<file path="src/rtl/arduino_rx.sv">
// 8N1 serial receiver for the Arduino return link. It presents each byte with a
// valid stop bit and its one-hot note decode, and flags framing errors.
module arduino_rx #(
    parameter int unsigned CLKS_PER_BIT = 434
) (
    input  logic       clock,
    input  logic       reset,
    input  logic       arduino_in,
    output logic [7:0] dado,
    output logic [6:0] notas,
    output logic       pronto,
    output logic       erro,
    output logic       ocupado,
    output logic [2:0] db_estado
);

    localparam int unsigned HALF_BIT = CLKS_PER_BIT / 2;
    localparam int unsigned CNT_W    = $clog2(CLKS_PER_BIT);

    localparam logic [CNT_W-1:0] CNT_BIT_END  = CNT_W'(CLKS_PER_BIT - 1);
    localparam logic [CNT_W-1:0] CNT_HALF_END = CNT_W'(HALF_BIT - 1);

    typedef enum logic [2:0] {
        OCIOSO = 3'd0,
        INICIO = 3'd1,
        DADOS  = 3'd2,
        PARADA = 3'd3,
        ESPERA = 3'd4
    } estado_t;

    estado_t          estado;
    logic             rx_meta;
    logic             rx_s;
    logic [CNT_W-1:0] cnt_ciclo;
    logic [2:0]       cnt_bit;
    logic [7:0]       shift;

    // Byte codes 1..7 select one note; every other code lights nothing.
    function automatic logic [6:0] decode_nota(input logic [7:0] b);
        logic [6:0] n;
        case (b)
            8'd1:    n = 7'b0000001;
            8'd2:    n = 7'b0000010;
            8'd3:    n = 7'b0000100;
            8'd4:    n = 7'b0001000;
            8'd5:    n = 7'b0010000;
            8'd6:    n = 7'b0100000;
            8'd7:    n = 7'b1000000;
            default: n = 7'b0000000;
        endcase
        return n;
    endfunction

    // Two-flop synchroniser; resets to the idle-high line level.
    always_ff @(posedge clock or negedge reset) begin
        if (!reset) begin
            rx_meta <= 1'b1;
            rx_s    <= 1'b1;
        end else begin
            rx_meta <= arduino_in;
            rx_s    <= rx_meta;
        end
    end

    // Frame FSM: pronto/erro default low so they only pulse for one cycle.
    always_ff @(posedge clock or negedge reset) begin
        if (!reset) begin
            estado    <= OCIOSO;
            cnt_ciclo <= '0;
            cnt_bit   <= '0;
            shift     <= '0;
            dado      <= '0;
            notas     <= '0;
            pronto    <= 1'b0;
            erro      <= 1'b0;
        end else begin
            pronto <= 1'b0;
            erro   <= 1'b0;
            case (estado)
                OCIOSO: begin
                    if (!rx_s) begin
                        estado    <= INICIO;
                        cnt_ciclo <= '0;
                    end
                end
                INICIO: begin
                    if (cnt_ciclo == CNT_HALF_END) begin
                        cnt_ciclo <= '0;
                        cnt_bit   <= '0;
                        // A high level at mid start bit was only a glitch.
                        estado    <= rx_s ? OCIOSO : DADOS;
                    end else begin
                        cnt_ciclo <= cnt_ciclo + CNT_W'(1);
                    end
                end
                DADOS: begin
                    if (cnt_ciclo == CNT_BIT_END) begin
                        cnt_ciclo <= '0;
                        shift     <= {rx_s, shift[7:1]};
                        cnt_bit   <= cnt_bit + 3'd1;
                        if (cnt_bit == 3'd7) begin
                            estado <= PARADA;
                        end
                    end else begin
                        cnt_ciclo <= cnt_ciclo + CNT_W'(1);
                    end
                end
                PARADA: begin
                    if (cnt_ciclo == CNT_BIT_END) begin
                        cnt_ciclo <= '0;
                        if (rx_s) begin
                            dado   <= shift;
                            notas  <= decode_nota(shift);
                            pronto <= 1'b1;
                            estado <= OCIOSO;
                        end else begin
                            erro   <= 1'b1;
                            estado <= ESPERA;
                        end
                    end else begin
                        cnt_ciclo <= cnt_ciclo + CNT_W'(1);
                    end
                end
                ESPERA: begin
                    // Hold off until the break ends so it is not taken as a start bit.
                    if (rx_s) begin
                        estado <= OCIOSO;
                    end
                end
                default: begin
                    estado <= OCIOSO;
                end
            endcase
        end
    end

    assign ocupado   = (estado != OCIOSO);
    assign db_estado = estado;

endmodule

</file>
<file path="config.mk">
export PLATFORM = sky130hd
export DESIGN_NAME = arduino_rx
export DESIGN_NICKNAME = d
export VERILOG_FILES = /design/src/rtl/arduino_rx.sv
export SDC_FILE = /design/constraint.sdc
export NUM_CORES = 1
export LEC_CHECK = 0
export ABC_AREA = 1
export CORE_MARGIN = 1
export CORE_UTILIZATION = 45
export CTS_CLUSTER_SIZE = 40
export DETAILED_ROUTE_END_ITERATION = 7
export GPL_ROUTABILITY_DRIVEN = 1
export PLACE_DENSITY = 0.75
export SYNTH_ARGS = -nofsm -noshare
export SYNTH_HDL_FRONTEND = slang
export SYNTH_SLANG_ARGS = --single-unit
</file>
<file path="constraint.sdc">
create_clock -name clock -period 1.96 [get_ports clock]
set_input_delay 0.294 -clock clock [delete_from_list [all_inputs] [get_ports clock]]
set_output_delay 0.294 -clock clock [all_outputs]
set_load 0.005 [all_outputs]
</file>
==> impl_results.md <==
* Clock slew at reported path FFs at 0.08 ns
* Pwr per Cell Area at 597 nW/µm²
* RSZ-0062 raised after global routing: false
* Core Util, Final at 55.8%
* Vias at 1,660
* Cts hold-fix bufs at 0
* Drt drc at 0
* Num ports at 24
* Core Box Area at 4410 µm²
* Syn avg cell area at 8.20 µm²
* Antenna violations before repair at 0
* Die Y at 70.3 µm
* Vias/cell at 4.93
* Die X-Extent at 70.3 µm
* H-tree lvl count at 2
* Setup crit end kind: output pin
* Number of buffers added on ports at 23
* Post-CTS sizing at 0
* Layout cell share with drive strength beyond 1 at 13.7%
* Slew @ Worst Pin at 0.511 ns
* Starting Density at 47.6%
* Pin count of the biggest net entering global routing at 43
* Post-CTS Repair Setup Buffers at 0
* Detailed Place HPWL at 2.88 mm
* Cell Area, Placed at 2370 µm²
* First-pass GRT wire length at 6.79 mm
* Final ANT Viol Nets at 0
* Clock buffer depth at 2
* Setup TNS at 0 ns
* Max FO, Critical Path at 6
* Synth Warn # at 0
* Multi-input logic area at 907 µm²
* Skew-Pair Late Insertion Delay at 0.30 ns
* Syn-to-layout area delta at 17.4%
* Total power at 1470 µW
* Status: completed
* CTS tree: yes
* Overall Global Routing Usage at 17.6%
* Final net count at 292
* Die Area at 4940 µm²
* Fill cells at 424
* HP Class: input pin to async pin
* WL final at 3.91 mm
* Final period utilization at 90.1%
* Post-DR wirelength/cell at 11.6 µm
* Setup crit start kind: flop
* FMAX at 566 MHz
* Post-Syn Nets at 264
* Fin area at 2460 µm²
* Distinct cell type count after synthesis at 25
* Static leakage at 0.00121 µW
* Root Driver: clkbuf_8
* Req. time, crit path at 1.67 ns
* Seq cells post-synth at 42
* Clock Skew at 0.00687 ns
* GRT overflow at 0
* Maxcap violations at 0
* Cell Area, Synth at 2100 µm²
* # setup viols final at 0
* Register area share after synthesis at 50.2%
* Slew headroom at 65.9%
* Vias in the first global route at 1,582
* Antenna Cells at 0
* Synthesized instance count at 256
* Iter 0 DRT Violations at 109
* Setup Slack @ Placement at 0.327 ns
* Maximum vdd drop at 0.350 mV
* Setup slack after layout at 0.193 ns
* Arrival time worst endpoint at 1.47 ns
* RD Place Congestion at 0.880
* Final critical-path required period at 1.77 ns
* Total CTS buffers at 5
* WS Path Type: flop to output pin
* Row count at 24
* Pins Over Slew Limit at 0
* Final count of hold timing violations at 0
* Clock sinks at 42
* Drt first pass iters at 4
* FF+latch area at 1050 µm²
==> path summary, 6_finish.rpt <==
path / from / end / slack, ns / cells after the start
setup / recovery: db_estado[1]$_DFFE_PN0P_ / ocupado / 0.19 / 3
hold / removal: reset / cnt_ciclo[2]$_DFFE_PN0P_ / 0.05 / 2
setup reg to reg: cnt_ciclo[1]$_DFFE_PN0P_ / cnt_ciclo[2]$_DFFE_PN0P_ / 0.33 / 9
hold reg to reg: rx_meta$_DFF_PN1_ / rx_s$_DFF_PN1_ / 0.36 / 0
max in group asynchronous: reset / rx_meta$_DFF_PN1_ / 1.54 / 2
min in group clock: rx_meta$_DFF_PN1_ / rx_s$_DFF_PN1_ / 0.36 / 0
==> stage by stage <==
step / hold slack [ns] / cells
after floorplan: -0.00159 / 256
after global placement: 0.346 / 329
after detailed placement: 0.348 / 329
after CTS: 0.0674 / 337
after global routing: 0.101 / 337
final: 0.0536 / 337
==> layer usage <==
layer | vias to the layer above | GRT usage (%) | wire, µm
met1 | 758 | 22.7 | 1890
li1 | 866 | - | -
met3 | 6 | 4.33 | 122
met5 | - | 0 | 0
met4 | 0 | 8.89 | 82
met2 | 30 | 27.4 | 1810
==> cell usage in the layout (no fill, tap or decap), types with 2 or more instances in the layout <==
cell type,synthesis,final
dfrtp_1,40,40
dfstp_2,2,2
nor2_4,2,2
nand3_1,15,15
clkbuf_8,0,6
nor2_1,23,23
o21ai_0,16,16
ha_1,5,5
nand4_1,9,9
inv_1,24,24
o21ai_2,7,7
nor3_1,3,3
clkdlybuf4s50_1,0,22
nand2_1,85,85
nor2_2,3,3
inv_2,4,4
nand2_2,7,7
==> worst max-delay path: stages (launching register included) <==
cell	delay, ns
dfrtp_1	0.43
nor2_1	0.22
nand2_1	0.08
clkdlybuf4s50_1	0.45
==> registers in the layout, summed over array words and instances (netlist names) <==
register,flops
erro,1
rx_meta,1
pronto,1
cnt_ciclo,9
shift,8
notas,7
db_estado,3
rx_s,1
cnt_bit,3
dado,8
==> cell families (layout without fill, tap and decap cells) <==
group                      after synthesis  in the layout  synth area share [%]
AOI/OAI and AO/OA                       26             26                  7.69
xor gates and xnor gates                 1              1                 0.417
adders and majority gates                5              5                  2.98
buffers and inverters                   32             61                  6.61
DFF                                     42             42                  50.2
and+or+nand+nor                        150            150                  32.1
==> power breakdown <==
| group | internal, µW | leakage (µW) | switching (µW) |
|---|---|---|---|
| sequential | 870 | 0.000565 | 3.07 |
| clock | 283 | 0.0000472 | 295 |
| combinational | 4.00 | 0.000594 | 16.4 |
==> cell type report <==
| cell class | instances | share of cell area, % |
|---|---|---|
| clock buffer | 6 | 3.35 |
| clock inverter | 2 | 0.508 |
| inverter | 29 | 4.52 |
| multi-input combinational | 182 | 36.8 |
| sequential | 42 | 42.7 |
| tap | 52 | 2.64 |
| timing repair buffer | 24 | 9.44 |
==> cell usage after synthesis, drive strengths merged <==
cell	instances	share of area, %
nand2	93	18
buf	3	1.3
inv	29	5.3
nand3	15	3.6
nor3	3	0.71
nor2	29	7.0
o21ai	24	7.0
a31oi	1	0.30
nor4	1	0.30
dfrtp	40	48
ha	5	3.0
nand4	9	2.7
xor2	1	0.42
dfstp	2	2.5
a21oi	1	0.42
Power figures use the tool's default switching activity.
